$ cat src/rtl/mult_div_unit_if.sv
// Operand/result bundle between the execute-stage control and mult_div_unit.
// The master side issues operations and MTHI/MTLO writes; the slave side
// (the unit itself) returns busy/done status and the HI/LO registers.
interface mult_div_unit_if #(
    parameter int DATA_WIDTH = 32
);
    logic                  start;
    logic [1:0]            op;
    logic [DATA_WIDTH-1:0] a;
    logic [DATA_WIDTH-1:0] b;
    logic                  writeHi;
    logic                  writeLo;
    logic [DATA_WIDTH-1:0] writeData;
    logic                  busy;
    logic                  done;
    logic                  divByZero;
    logic [DATA_WIDTH-1:0] hi;
    logic [DATA_WIDTH-1:0] lo;

    modport master (
        output start, op, a, b, writeHi, writeLo, writeData,
        input  busy, done, divByZero, hi, lo
    );

    modport slave (
        input  start, op, a, b, writeHi, writeLo, writeData,
        output busy, done, divByZero, hi, lo
    );
endinterface

$ cat src/rtl/mult_div_unit.sv
// Radix-2 iterative multiply/divide unit with HI/LO registers (MULT, MULTU,
// DIV, DIVU, MTHI, MTLO). One multiplier/quotient bit per cycle; latency is
// DATA_WIDTH+1 edges, or one edge for a divide by zero.
// Optional feature: define MULT_DIV_SIGNED_EN to make op[0] select signed
// MULT/DIV; without it op[0] is ignored and every op runs unsigned.
module mult_div_unit #(
    parameter int DATA_WIDTH = 32
) (
    input  logic              clock,
    input  logic              nReset,
    mult_div_unit_if.slave    bus
);
    localparam int W     = DATA_WIDTH;
    localparam int CNT_W = $clog2(DATA_WIDTH);
    localparam logic [CNT_W-1:0] LAST_ITER = CNT_W'(DATA_WIDTH - 1);

`ifdef MULT_DIV_SIGNED_EN
    localparam bit SIGNED_EN = 1'b1;
`else
    localparam bit SIGNED_EN = 1'b0;
`endif

    typedef enum logic [1:0] {IDLE, MUL, DIV, FIX} state_t;

    state_t             state;
    state_t             next_state;
    logic [CNT_W-1:0]   cnt;
    logic [2*W-1:0]     acc;        // MUL: {partial hi, multiplier}; DIV: {remainder, dividend/quotient}
    logic [W-1:0]       operand;    // multiplicand magnitude or divisor magnitude
    logic               neg_lo;     // negate product / quotient at FIX
    logic               neg_hi;     // negate remainder at FIX
    logic               is_div;
    logic               zero_div;
    logic [W-1:0]       hi_q;
    logic [W-1:0]       lo_q;
    logic               done_q;
    logic               dz_q;

    // Operand sign handling; folds to plain unsigned when signed ops are disabled.
    logic               signed_op;
    logic               a_neg;
    logic               b_neg;
    logic [W-1:0]       a_mag;
    logic [W-1:0]       b_mag;
    logic               b_zero;

    // Per-iteration datapath and FIX-stage sign correction.
    logic [W:0]         mul_sum;
    logic [2*W-1:0]     mul_next;
    logic [W:0]         div_shift;
    logic [W:0]         div_diff;
    logic [2*W-1:0]     div_next;
    logic [2*W-1:0]     prod_fix;
    logic [W-1:0]       quo_fix;
    logic [W-1:0]       rem_fix;

    // Operand magnitudes and sign flags derived from the live inputs.
    always_comb begin
        signed_op = SIGNED_EN & bus.op[0];
        a_neg     = signed_op & bus.a[W-1];
        b_neg     = signed_op & bus.b[W-1];
        a_mag     = a_neg ? -bus.a : bus.a;
        b_mag     = b_neg ? -bus.b : bus.b;
        b_zero    = (bus.b == '0);
    end

    // One shift-add or restoring shift-subtract step, plus FIX-stage results.
    always_comb begin
        mul_sum   = {1'b0, acc[2*W-1:W]} + {1'b0, operand};
        mul_next  = acc[0] ? {mul_sum, acc[W-1:1]}
                           : {1'b0, acc[2*W-1:W], acc[W-1:1]};
        // A borrow out of the (W+1)-bit subtract means the divisor did not fit.
        div_shift = acc[2*W-1:W-1];
        div_diff  = div_shift - {1'b0, operand};
        div_next  = div_diff[W] ? {div_shift[W-1:0], acc[W-2:0], 1'b0}
                                : {div_diff[W-1:0],  acc[W-2:0], 1'b1};
        prod_fix  = neg_lo ? -acc : acc;
        quo_fix   = neg_lo ? -acc[W-1:0]     : acc[W-1:0];
        rem_fix   = neg_hi ? -acc[2*W-1:W]   : acc[2*W-1:W];
    end

    // State register.
    // NOTE: sequential state is always assigned with <= so every flop samples
    // pre-edge values regardless of statement order.
    always_ff @(posedge clock or negedge nReset) begin
        if (!nReset) state <= IDLE;
        else         state <= next_state;
    end

    // Next-state decode and busy output.
    // NOTE: every output of this block gets a default first, so no path can
    // leave one unassigned and infer a latch.
    always_comb begin
        next_state = state;
        bus.busy   = 1'b1;
        case (state)
            IDLE: begin
                bus.busy = 1'b0;
                if (bus.start) begin
                    if (!bus.op[1]) next_state = MUL;
                    else if (b_zero) next_state = FIX;
                    else             next_state = DIV;
                end
            end
            MUL, DIV: if (cnt == LAST_ITER) next_state = FIX;
            FIX:      next_state = IDLE;
            default:  next_state = IDLE;
        endcase
    end

    // Operand capture, iteration, result write-back and MTHI/MTLO writes.
    always_ff @(posedge clock or negedge nReset) begin
        if (!nReset) begin
            cnt      <= '0;
            acc      <= '0;
            operand  <= '0;
            neg_lo   <= 1'b0;
            neg_hi   <= 1'b0;
            is_div   <= 1'b0;
            zero_div <= 1'b0;
            hi_q     <= '0;
            lo_q     <= '0;
            done_q   <= 1'b0;
            dz_q     <= 1'b0;
        end else begin
            done_q <= 1'b0;
            if (state == IDLE) begin
                if (bus.writeHi) hi_q <= bus.writeData;
                if (bus.writeLo) lo_q <= bus.writeData;
            end
            case (state)
                IDLE: begin
                    if (bus.start) begin
                        cnt      <= '0;
                        is_div   <= bus.op[1];
                        zero_div <= bus.op[1] & b_zero;
                        neg_lo   <= a_neg ^ b_neg;
                        if (bus.op[1]) begin
                            operand <= b_mag;
                            neg_hi  <= a_neg;
                            // Divide by zero reports the raw dividend in HI.
                            acc     <= b_zero ? {{W{1'b0}}, bus.a} : {{W{1'b0}}, a_mag};
                        end else begin
                            operand <= a_mag;
                            neg_hi  <= 1'b0;
                            acc     <= {{W{1'b0}}, b_mag};
                        end
                    end
                end
                MUL: begin
                    acc <= mul_next;
                    cnt <= cnt + 1'b1;
                end
                DIV: begin
                    acc <= div_next;
                    cnt <= cnt + 1'b1;
                end
                FIX: begin
                    done_q <= 1'b1;
                    dz_q   <= zero_div;
                    if (zero_div) begin
                        hi_q <= acc[W-1:0];
                        lo_q <= '1;
                    end else if (is_div) begin
                        hi_q <= rem_fix;
                        lo_q <= quo_fix;
                    end else begin
                        hi_q <= prod_fix[2*W-1:W];
                        lo_q <= prod_fix[W-1:0];
                    end
                end
                default: ;
            endcase
        end
    end

    assign bus.done      = done_q;
    assign bus.divByZero = dz_q;
    assign bus.hi        = hi_q;
    assign bus.lo        = lo_q;
endmodule

$ cat src/flat_wrapper.sv
// flat-port wrapper written by rule: the top's interface ports become plain ports
module mult_div_unit_flat 
#(
    parameter int DATA_WIDTH = 32
)
  (clock, nReset, bus_start, bus_op, bus_a, bus_b, bus_writeHi, bus_writeLo, bus_writeData, bus_busy, bus_done, bus_divByZero, bus_hi, bus_lo);
  mult_div_unit_if #(.DATA_WIDTH(DATA_WIDTH)) bus_i ();
  input  logic clock;
  input  logic nReset;
  input wire logic [$bits(bus_i.start)-1:0] bus_start;
  input wire logic [$bits(bus_i.op)-1:0] bus_op;
  input wire logic [$bits(bus_i.a)-1:0] bus_a;
  input wire logic [$bits(bus_i.b)-1:0] bus_b;
  input wire logic [$bits(bus_i.writeHi)-1:0] bus_writeHi;
  input wire logic [$bits(bus_i.writeLo)-1:0] bus_writeLo;
  input wire logic [$bits(bus_i.writeData)-1:0] bus_writeData;
  output wire logic [$bits(bus_i.busy)-1:0] bus_busy;
  output wire logic [$bits(bus_i.done)-1:0] bus_done;
  output wire logic [$bits(bus_i.divByZero)-1:0] bus_divByZero;
  output wire logic [$bits(bus_i.hi)-1:0] bus_hi;
  output wire logic [$bits(bus_i.lo)-1:0] bus_lo;
  assign bus_i.start = bus_start;
  assign bus_i.op = bus_op;
  assign bus_i.a = bus_a;
  assign bus_i.b = bus_b;
  assign bus_i.writeHi = bus_writeHi;
  assign bus_i.writeLo = bus_writeLo;
  assign bus_i.writeData = bus_writeData;
  assign bus_busy = bus_i.busy;
  assign bus_done = bus_i.done;
  assign bus_divByZero = bus_i.divByZero;
  assign bus_hi = bus_i.hi;
  assign bus_lo = bus_i.lo;
  mult_div_unit #(.DATA_WIDTH(DATA_WIDTH)) u_core (.clock(clock), .nReset(nReset), .bus(bus_i));
endmodule
$ cat config.mk
export PLATFORM = sky130hd
export DESIGN_NAME = mult_div_unit_flat
export DESIGN_NICKNAME = d
export VERILOG_FILES = /design/src/rtl/mult_div_unit_if.sv /design/src/rtl/mult_div_unit.sv /design/src/flat_wrapper.sv
export SDC_FILE = /design/constraint.sdc
export NUM_CORES = 1
export LEC_CHECK = 0
export BUFFER_PORTS_ARGS = -buffer_cell sky130_fd_sc_hd__buf_2
export CAP_MARGIN = 5
export CORE_UTILIZATION = 32
export DETAILED_ROUTE_END_ITERATION = 8
export PLACE_DENSITY = 0.51
export SETUP_SLACK_MARGIN = 0.05
export SYNTH_ARGS = -nofsm -noshare
export SYNTH_HDL_FRONTEND = slang
export SYNTH_SLANG_ARGS = --single-unit
$ cat constraint.sdc
create_clock -name clock -period 3.5 [get_ports clock]
set_input_delay 0.525 -clock clock [delete_from_list [all_inputs] [get_ports clock]]
set_output_delay 0.525 -clock clock [all_outputs]
set_load 0.05 [all_outputs]
After elaboration in Yosys (flattened, before gate mapping)
Index checks and enable logic that the tools add are counted.

Flip-flop bits (word level): 170. Input port bits: 103. Output and inout bits: 67. Word-level logic and storage cells: 56.

$add $sub $neg: 3. Equality and inequality tests: 6. Multiplexer cells: 23. Bitwise gates (word level): 1. Reductions and logical operators: 14.

Operator list (number): 32-bit two-way mux (10); 64-bit two-way mux (3); 64-bit case mux with 3 select lines (1); 32-bit by 32-bit adder with 33-bit output (1); 33-bit by 32-bit subtractor with 33-bit output (1); 32-bit logical NOT (1); 2-bit AND reduction (6); 5-bit case mux with 2 select lines (1); 2-bit nonzero test (4); 2-bit two-way mux (3); 2-bit case mux with 3 select lines (1); 5-bit by 1-bit adder with 5-bit output (second input constant) (1); 5-bit == test (second input constant) (1); 5-bit two-way mux (1); 2-bit == test (second input constant) (2); 1-bit two-way mux (3); 3-bit nonzero test (1); 2-bit by 1-bit == test with 1-bit output (second input constant) (1); 2-bit logical NOT (1); 2-bit by 1-bit inequality test with 1-bit output (second input constant) (1); 2-bit inequality test (second input constant) (1); 2-bit OR reduction (1); 1-bit AND (1).

Longest topological paths before layout
Gate-level depths: netlist of run 1.

Depth in word-level cells: 5. Depth in mapped cells: 14. Depth with buffers taken out: 13.

Least setup slack after synthesis of run 1
OpenSTA, ideal clock, no wires.

Path kind: register -> register. Start point: register u_core.acc[31]. End point: register u_core.acc[48]. Library setup time: 0.134 ns. Arrival time: 2.766 ns. Required time: 3.366 ns. Path slack: 0.600 ns. Cell stages (with the launch flop): 14. Path buffers: 0. Period minus slack after synthesis: 2.900 ns. Path through: dfrtp_1 > inv_1 > ha_1 > inv_1 > fa_1 > a211oi_1 > o21bai_1 > o21ai_1 > a21oi_1 > a21oi_4 > xnor2_4 > mux2_1 > a222oi_1 > o21ai_1.

Word-level cells in the longest chain between the ends: 3.

RTL lines: from (decl) (line mult_div_unit.sv:28) `logic [2*W-1:0] acc;`; from (signal assigned) (line mult_div_unit.sv:142) `acc <= b_zero ? {{W{1'b0}}, bus.a} : {{W{1'b0}}, a_mag};`; from (signal assigned) (line mult_div_unit.sv:146) `acc <= {{W{1'b0}}, b_mag};`; from (signal assigned) (line mult_div_unit.sv:151) `acc <= mul_next;`; 33-bit by 32-bit subtractor with 33-bit output (line mult_div_unit.sv:74) `div_diff = div_shift - {1'b0, operand};`; 64-bit two-way mux (line mult_div_unit.sv:75) `div_next = div_diff[W] ? {div_shift[W-1:0], acc[W-2:0], 1'b0}`; 64-bit case mux with 3 select lines (line mult_div_unit.sv:131) `case (state)`.

Every way passes these cells. A chain may end at the register's enable or synchronous reset.

Worst setup path after layout of run 1
Start point: register u_core.acc[32]. End point: register u_core.acc[63].

Word-level cells in the longest chain between the ends: 3. Elaborated cells on any way between the ends: 5. Classes of those cells: 2 x add/sub; 3 x mux.

RTL lines (line): 33-bit by 32-bit subtractor with 33-bit output or 32-bit by 32-bit adder with 33-bit output (tied branches) (mult_div_unit.sv:74, mult_div_unit.sv:69); 64-bit two-way mux, on equally long branches (mult_div_unit.sv:75, mult_div_unit.sv:70); 64-bit case mux with 3 select lines * (mult_div_unit.sv:131).

Mark *: on every way between the ends. The rest lies on a longest branch, timed or not.

==> results.py, run 1 <==
metrics = {
    "grt": {
        "track_usage_pct": 19.9,
        "antenna_found_initial": 0,
        "grt_max_degree": 102,
        "grt-ovfl-total": 0,
        "first_global_vias": 10718,
        "grt_first_pass_wirelength_mm": 61.4,
    },
    "timing": {
        "fin_setup_tns_ns": 0,
        "slew_headroom_pct": 34.3,
        "worst_slew_pin_slew_ns": 0.985,
        "drv_slew": 0,
        "finalCritPeriodShare_pct": 91.6,
        "rsz0062_at_grt": "false",
        "skew_ns": 0.0142,
        "setup_violations": 0,
        "hold_viol": 0,
        "max_freq_mhz": 312,
        "min_period_ns": 3.21,
        "finalWorstSetupSlack_ns": 0.293,
    },
    "die": {
        "rows": 71,
        "core_region_area_um2": 37800,
        "die-height_um": 198,
        "dieWidth_um": 198,
        "ios": 170,
        "start_util_pct": 32.6,
        "dieArea_um2": 39400,
    },
    "routing": {
        "wl_mm": 39.3,
        "vias_per_cell": 5.40,
        "postRouteAntennaNets": 0,
        "vias": 11347,
        "first_pass_iters": 5,
        "drc": 0,
        "drt_iter0_drc": 733,
        "wl_per_cell_um": 18.7,
    },
    "setup_path": {
        "startpoint": "u_core.acc[32]",
        "critPathLaunchType": "flop",
        "ff2ff_setup_slack_ns": 0.29,
        "r2r_end": "u_core.acc[63]",
        "cp-end-kind": "flop",
        "worst_ep_required_time_ns": 3.82,
        "rr_startpoint": "u_core.acc[32]",
        "worstSetupEndpoint": "u_core.acc[63]",
        "cp.arrival_ns": 3.53,
        "worstPathMaxFanout": 7,
        "worstRegToRegCells": 10,
        "critical_path_class": "reg -> reg",
    },
    "placement": {
        "dpl.hpwl_mm": 30.3,
        "port_buffers": 168,
        "pre_cts_slack_ns": 0.104,
        "place_congestion": 0.932,
        "dpl_cell_area_um2": 13800,
    },
    "final_layout": {
        "fin_nets": 1751,
        "diodes": 0,
        "area_growth_pct": 16.8,
        "final_area_um2": 14400,
        "drive_gt1_share_pct": 16.9,
    },
    "min_path": {
        "worst_hold_path_type": "in -> async",
    },
    "logic_synthesis": {
        "ys_types": 74,
        "synth-edff-count": 0,
        "ys_seq_area_share_pct": 34.4,
        "synth_warnings": 0,
        "async_reset_ff_share_pct": 100,
        "synth_top_area_share_pct": 34.4,
        "synth_ff_type": "dfrtp_1",
        "synth.avg_cell_area_um2": 8.54,
        "synth_area_um2": 12400,
        "syn_nets": 1621,
        "synth.ff_latch_count": 170,
        "syn_inst": 1446,
        "synth_largest_area_cell": "dfrtp_1",
        "synth.most_common_cell": "nand2_1",
        "synthTopCellsByArea": "dfrtp_1 (34%), mux2i_1 (7.5%), ha_1 (7.1%)",
        "synth_common_cells": "nand2_1 (182), dfrtp_1 (170), o21ai_0 (137), a21oi_1 (102), mux2i_1 (93)",
    },
    "clock_tree": {
        "clock_path_buffers": 2,
        "clk_pin_slew_ns": 0.08,
        "clk_latency_ns": 0.45,
        "clock-sinks": 170,
        "numCtsBuffers": 17,
        "htree_levels": 4,
        "clockRootBuffer": "clkbuf_16",
        "post_cts_buffers": 0,
        "cts_tree": "done",
    },
    "outcome": {
        "outcome": "finished, final reports clean",
    },
    "pwr": {
        "leakage_nw": 6.43,
        "p_per_area_nw_per_um2": 1020,
        "vdd_drop_max_mv": 0.578,
        "power_mw": 14.7,
    },
    "flow_run": {
        "cap_violations": 0,
    },
}
==> cells by family after synthesis <==
logic type / Yosys count / synth area share (%)
AO/OA/AOI/OAI: 524 / 27.9
AND/OR/NAND/NOR: 377 / 13.7
flip-flops: 170 / 34.4
buffers and inverters: 153 / 4.71
multiplexers: 97 / 7.90
adder cells (fa/ha/maj): 72 / 7.42
XOR/XNOR: 53 / 3.91
==> report_power, final <==
| part | switching (mW) | internal [mW] |
|---|---|---|
| Sequential | 0.837 | 2.85 |
| Combinational | 6.09 | 3.04 |
| Clock | 0.883 | 1.02 |
| Total | 7.81 | 6.90 |
==> routing by layer <==
layer | vias up | wire [um] | global-route usage [%]
met5 | - | 0 | 0
met4 | 0 | 516 | 4.87
met3 | 28 | 1300 | 2.15
met2 | 247 | 17700 | 31.5
met1 | 5445 | 19700 | 28.8
li1 | 5627 | - | -
==> critical path: stages (launching register included) <==
cell,delay (ns)
dfrtp_1,0.47
ha_1,0.31
nor2b_1,0.16
o2111ai_1,0.25
a2111oi_2,0.46
nor2_1,0.13
o31a_1,0.36
nor4_1,0.46
o22ai_1,0.16
xor2_1,0.23
o211ai_1,0.10
==> final cells by class <==
type,instances,area [um2]
Clock buffer,18,439
Clock inverter,14,135
Fill cell,3905,23400
Inverter,60,225
Sequential cell,170,4260
Timing Repair Buffer,204,1140
Tap cell,511,639
Multi-Input combinational cell,1123,7580
==> timing repair <==
action / 4_1_cts / 5_1_grt
hold buffers: 0 / 0
endpoints found under the setup margin: 0 / 19
resized for setup: 0 / 5
==> layout by cell type, fill, tap and decap left out, drive strengths merged, types with 38 or more instances in the layout <==
master    n
buf     204
nand2   183
dfrtp   170
o21ai   149
a21oi   103
mux2i    93
nor2     80
ha       70
inv      65
nor2b    39
o22ai    38
==> stage by stage <==
stage	util (%)	hold slack, ns	instances
after floorplan	-	0.229	1446
after global placement	36.6	0.456	2068
after detailed placement	36.6	0.466	2068
after CTS	38.1	0.114	2100
after global routing	38.1	0.129	2100
final	38.1	0.0761	2100
==> worst min-delay path by stage <==
stage                 startpoint           endpoint  slack (ns)  cells after the start
5_1_grt                   nReset     u_core.acc[37]        0.13                      1
6_report                  nReset     u_core.acc[37]        0.08                      1
3_3_place_gp   u_core.bus.hi[14]  u_core.bus.hi[14]        0.46                      2
2_1_floorplan             nReset      u_core.acc[0]        0.23                      0
4_1_cts                   nReset     u_core.acc[37]        0.11                      1
3_5_place_dp    u_core.bus.hi[2]   u_core.bus.hi[2]        0.47                      2
==> sequential cells by signal (all words and copies together) (netlist names) <==
name                  cells
u_core.cnt                5
u_core.bus.hi            32
u_core.operand           32
u_core.bus.lo            32
u_core.state              2
u_core.bus.done           1
u_core.zero_div           1
u_core.acc               64
u_core.bus.divByZero      1
Power figures use the tool's default switching activity.
==> inputs of run 2 (changes only) <==
Settings changed: CORE_UTILIZATION 32 to 25, PLACE_DENSITY 0.51 to 0.42, REMOVE_ABC_BUFFERS set to 1.
==> run 2 against run 1 <==
Non-clock buffer count is 1 higher. Flip-flop and latch count stayed put. Final area is 2.0% higher. Clock power is 12% higher. Worst hold slack worse by 0.031 ns. Critical endpoint is now u_core.acc[62]. Critical path depth is 3 higher. Combinational power is 2% higher.
==> results.py, run 2 (synthesis gave the netlist of run 1 again) <==
metrics = {
    "final_layout": {
        "final_area_um2": 14700,
        "largest_register": "u_core.acc",
        "mostFrequentLayoutCell": "nand2_1",
        "area_growth_pct": 19.1,
        "final_cell_count_no_fill": 2254,
        "drive_gt1_share_pct": 16.9,
        "fillers": 5245,
        "diodes": 0,
        "largest_reg_flops": 64,
        "fin_nets": 1752,
        "final_cell_mix": "nand2_1 (182), dfrtp_1 (168), buf_2 (166), o21ai_0 (136), a21oi_1 (100)",
    },
    "timing": {
        "hold_viol": 0,
        "rsz0062_at_grt": "false",
        "setup_violations": 0,
        "worst_slew_pin_slew_ns": 0.805,
        "drv_slew": 0,
        "min_period_ns": 3.20,
        "max_freq_mhz": 312,
        "skew_ns": 0.0164,
        "slew_headroom_pct": 46.3,
        "finalCritPeriodShare_pct": 91.5,
        "hold_ws_ns": 0.0455,
    },
    "grt": {
        "antenna_found_initial": 0,
        "first_global_vias": 11180,
        "grt_first_pass_wirelength_mm": 67.8,
        "grt_max_degree": 71,
        "track_usage_pct": 17.4,
        "grt-ovfl-total": 0,
    },
    "setup_path": {
        "cp_num_cells": 13,
        "r2r_end": "u_core.acc[62]",
        "ff2ff_setup_slack_ns": 0.30,
        "startpoint": "u_core.acc[31]",
        "worstRegToRegCells": 13,
        "worstPathMaxFanout": 3,
        "critPathLaunchType": "flop",
        "cpMostUsedCell": "inv_1",
        "cp_slowest_stage_delay_ns": 0.44,
        "crit_slowest_cell": "a2111o_1",
        "critical_path_class": "reg -> reg",
        "cp-end-kind": "flop",
        "cp.arrival_ns": 3.59,
        "rr_startpoint": "u_core.acc[31]",
        "worstSetupEndpoint": "u_core.acc[62]",
        "crit_family": "compound AO/OA/AOI/OAI gates",
        "crit_buf_inv": 2,
        "worst_ep_required_time_ns": 3.89,
        "worstPathCellList": "inv_1 -> ha_1 -> inv_1 -> fa_1 -> a211oi_2 -> o21bai_2 -> o21a_1 -> a2111o_1 -> a21oi_2 -> o41ai_1 -> a31oi_1 -> mux2i_1 -> nand3b_1",
    },
    "die": {
        "core_region_area_um2": 48800,
        "die-height_um": 224,
        "dieWidth_um": 224,
        "ios": 170,
        "rows": 81,
        "dieArea_um2": 50300,
        "start_util_pct": 25.3,
    },
    "routing": {
        "first_pass_iters": 5,
        "drt_iter0_drc": 751,
        "wl_per_cell_um": 19.3,
        "vias": 11402,
        "vias_per_cell": 5.06,
        "drc": 0,
        "wl_mm": 43.4,
        "postRouteAntennaNets": 0,
    },
    "placement": {
        "place_congestion": 0.863,
        "port_buffers": 168,
        "dpl.hpwl_mm": 33.4,
        "dpl_cell_area_um2": 14100,
        "dp.cells": 2222,
    },
    "flow_run": {
        "cap_violations": 0,
    },
    "clock_tree": {
        "cts_tree": "done",
        "numCtsBuffers": 17,
        "clk_latency_ns": 0.46,
        "clock_path_buffers": 2,
        "clock-sinks": 170,
        "post_cts_buffers": 0,
        "htree_levels": 4,
        "clockRootBuffer": "clkbuf_16",
        "ctsHoldBuffers": 0,
        "post_cts_resized": 0,
        "clk_pin_slew_ns": 0.07,
    },
    "min_path": {
        "worst_hold_path_type": "in -> async",
    },
    "pwr": {
        "vdd_drop_max_mv": 0.480,
        "leakage_nw": 6.47,
        "p_per_area_nw_per_um2": 1030,
        "power_mw": 15.1,
    },
    "outcome": {
        "outcome": "finished, final reports clean",
    },
}
[run 2: worst min-delay path by stage]
stage	depth (start not counted)	startpoint	endpoint
after CTS	1	nReset	u_core.bus.done
after global routing	1	nReset	u_core.bus.done
after global placement	2	u_core.bus.hi[12]	u_core.bus.hi[12]
after detailed placement	2	u_core.bus.hi[15]	u_core.bus.hi[15]
final	1	nReset	u_core.bus.done
after floorplan	0	nReset	u_core.acc[0]
[run 2: area by class of cell]
cell class | count | area [um2] | area share [%]
Clock buffer | 20 | 457 | 3.11
Clock inverter | 12 | 174 | 1.18
Inverter | 60 | 225 | 1.53
Multi-Input combinational cell | 1123 | 7580 | 51.6
Sequential cell | 170 | 4260 | 28.9
Tap cell | 664 | 831 | 5.65
Timing Repair Buffer | 205 | 1180 | 8.01
[run 2: stage by stage]
stage / TNS (ns) / util [%] / worst slack, ns
after global routing: 0 / 30.1 / 0.0748
after floorplan: -235.35 / - / -3.27
after detailed placement: 0 / 28.8 / 0.143
after CTS: 0 / 30.1 / 0.103
final: 0 / 30.1 / 0.298
after global placement: 0 / 28.8 / 0.171
[run 2: power breakdown]
| group | internal, mW | switching (mW) |
|---|---|---|
| sequential | 2.85 | 0.841 |
| combinational | 3.07 | 6.23 |
| clock | 1.19 | 0.933 |
[run 2: routing by layer]
metal | vias to the layer above | wire, um | global-route usage (%)
li1 | 5618 | - | -
met1 | 5513 | 21600 | 24.9
met2 | 234 | 19800 | 27.7
met3 | 37 | 1360 | 1.66
met4 | 0 | 645 | 4.43
met5 | - | 0 | 0
==> inputs of run 3 (changes only) <==
Settings changed: ABC_AREA set to 1.
==> run 3 against run 2 <==
Count of clock-buffer cells in the layout is 2 lower. Core utilization is 0.58 points lower. Power is 21% higher. Synthesized area is 15% higher. Maximum frequency is 10% higher. Wire length is 31% higher. Clock power is 6% lower. Final cell count is 41% higher. Critical path depth stayed put.
==> results.py, run 3 <==
metrics = {
    "pwr": {
        "sequentialPowerShare_pct": 19.0,
        "internal_power_mw": 7.66,
        "power_mw": 18.3,
        "power_frac_clock_pct": 10.9,
        "leakage_nw": 8.71,
        "p_comb_share_pct": 70.1,
        "switchingPower_mw": 10.7,
        "vdd_drop_max_mv": 0.407,
        "swShare_pct": 58.2,
        "p_per_area_nw_per_um2": 1100,
    },
    "flow_run": {
        "cap_violations": 0,
    },
    "final_layout": {
        "multi_input_area_um2": 8230,
        "drive_gt1_share_pct": 11.4,
        "area_growth_pct": 16.9,
        "final_util_pct": 29.5,
        "final_cell_mix": "nand2_1 (723), inv_1 (351), o21ai_0 (169), dfrtp_1 (169)",
        "fin_nets": 2584,
        "final_cell_count_no_fill": 3178,
        "diodes": 0,
        "seq_area_um2": 4260,
        "mostFrequentLayoutCell": "nand2_1",
        "fillers": 6326,
        "largest_register": "u_core.acc",
        "largest_reg_flops": 64,
    },
    "routing": {
        "vias": 15336,
        "wl_mm": 56.9,
        "vias_per_cell": 4.83,
        "postRouteAntennaNets": 0,
        "first_pass_iters": 5,
        "wl_per_cell_um": 17.9,
        "wl_met1_mm": 27.7,
        "drc": 0,
        "dr_wl_met3_mm": 2.38,
        "drt_iter0_drc": 1139,
        "top_layer_used": "met4",
        "dr_wl_met2_mm": 25.3,
    },
    "timing": {
        "setup_violations": 0,
        "fin_setup_tns_ns": 0,
        "max_freq_mhz": 344,
        "rsz0062_at_grt": "false",
        "finalCritPeriodShare_pct": 83.0,
        "worst_slew_pin_slew_ns": 1.14,
        "min_period_ns": 2.90,
        "skew_ns": 0.0161,
        "drv_slew": 0,
        "slew_headroom_pct": 23.4,
        "hold_viol": 0,
    },
    "placement": {
        "dpl.hpwl_mm": 45.5,
        "place_congestion": 0.879,
        "dp.cells": 3146,
        "port_buffers": 168,
    },
    "grt": {
        "grt_max_degree": 72,
        "first_global_vias": 15007,
        "grt_first_pass_wirelength_mm": 87.0,
        "track_usage_pct": 19.8,
        "grt-ovfl-total": 0,
        "antenna_found_initial": 0,
    },
    "logic_synthesis": {
        "async_reset_ff_share_pct": 100,
        "synth_warnings": 0,
        "synth.most_common_cell": "nand2_1",
        "syn_inst": 2271,
        "ys_types": 40,
        "synthTopCellsByArea": "dfrtp_1 (30%), nand2_1 (19%), inv_1 (9.4%)",
        "synth_top_area_share_pct": 29.9,
        "synth.ff_latch_count": 170,
        "synth_largest_area_cell": "dfrtp_1",
        "synth_area_um2": 14200,
        "synth.avg_cell_area_um2": 6.26,
        "synth_common_cells": "nand2_1 (723), inv_1 (354), dfrtp_1 (170), o21ai_0 (169), nor2_1 (168)",
        "ys_seq_area_share_pct": 29.9,
        "synth-edff-count": 0,
        "synth_ff_type": "dfrtp_1",
    },
    "clock_tree": {
        "clk_latency_ns": 0.46,
        "clock-sinks": 170,
        "clk_pin_slew_ns": 0.08,
        "ctsHoldBuffers": 0,
        "cts_tree": "done",
        "post_cts_buffers": 0,
        "clock_path_buffers": 2,
        "clockRootBuffer": "clkbuf_16",
        "numCtsBuffers": 17,
        "post_cts_resized": 0,
        "htree_levels": 4,
    },
    "setup_path": {
        "cp.arrival_ns": 3.24,
        "worstRegToRegCells": 13,
        "cp-end-kind": "flop",
        "worst_ep_required_time_ns": 3.83,
        "worstPathMaxFanout": 6,
        "critical_path_class": "reg -> reg",
        "critPathLaunchType": "flop",
    },
    "die": {
        "dieWidth_um": 240,
        "ios": 170,
        "core_region_area_um2": 56300,
        "dieArea_um2": 57800,
        "die-height_um": 240,
        "rows": 87,
        "start_util_pct": 25.2,
    },
    "outcome": {
        "outcome": "finished, final reports clean",
    },
    "min_path": {
        "worst_hold_path_type": "in -> async",
    },
}
-- run 3: changes by cell type after synthesis, moves of 34 or more --
cell,change
inv_1,+296
a221oi_1,-36
nor2_1,+89
nand3_1,+120
nor2b_1,-39
a31oi_1,+42
a211oi_1,-34
nand2_1,+541
mux2i_1,-93
-- run 3: layout make-up --
type                       instances  area share [%]
multi-input combinational       1642            49.5
inverter                         361            8.16
tap                              756            5.69
sequential                       170            25.6
clock inverter                    14           0.956
clock buffer                      18            2.58
timing repair buffer             217            7.48
-- run 3: layer usage --
| metal | global-route usage (%) | vias to the layer above |
|---|---|---|
| met1 | 27.8 | 7270 |
| met2 | 31.5 | 364 |
| met4 | 6.50 | 0 |
| li1 | - | 7645 |
| met3 | 2.00 | 57 |
| met5 | 0 | - |
-- run 3: per-stage QoR --
stage | worst slack, ns | instance area (um2) | hold slack [ns]
after global routing | 0.318 | 16600 | 0.115
after CTS | 0.589 | 16600 | 0.0931
final | 0.596 | 16600 | 0.0720
after global placement | 0.620 | 16000 | 0.471
after detailed placement | 0.598 | 16000 | 0.476
after floorplan | -0.618 | 13800 | 0.229
-- run 3: cell families (layout without fill, tap and decap cells) --
| kind of cell | Yosys count | after routing | synth area share [%] |
|---|---|---|---|
| flip-flops | 170 | 170 | 29.9 |
| XOR/XNOR | 15 | 15 | 0.925 |
| adder cells (fa/ha/maj) | 72 | 72 | 6.45 |
| buffers and inverters | 459 | 610 | 12.4 |
| AND/OR/NAND/NOR | 1086 | 1086 | 31.2 |
| AO/OA/AOI/OAI | 469 | 469 | 19.1 |
-- run 3: critical path, stage by stage (launching register included) --
cell and delay (ns):
dfrtp_1 0.50, ha_1 0.27, inv_1 0.09, fa_1 0.40
o21ai_0 0.43, inv_1 0.17, o21ai_0 0.26, nand2_1 0.16
nand4_1 0.11, nand3_1 0.13, nand2_1 0.09, nand2_1 0.05
nand2_1 0.05, nand2_1 0.07
-- run 3: power by group through the flow --
stage               sequential (mW)  combinational (mW)  clock [mW]
global placement               3.50                12.8           0
floorplan                      4.76                7.35           0
CTS                            3.49                12.8        2.06
global route                   3.60                14.3        2.13
finish                         3.48                12.8        2.00
detailed placement             3.51                12.8           0
-- run 3: final timing paths --
path / start / to / slack (ns)
worst max-delay path: u_core.acc[32] / u_core.acc[55] / 0.60
worst min-delay path: nReset / u_core.cnt[0] / 0.07
worst max register to register: u_core.acc[32] / u_core.acc[55] / 0.60
worst min register to register: u_core.bus.divByZero / u_core.bus.divByZero / 0.49
max in group asynchronous: nReset / u_core.acc[27] / 2.41
min in group clock: bus_writeData[29] / u_core.bus.hi[29] / 0.35
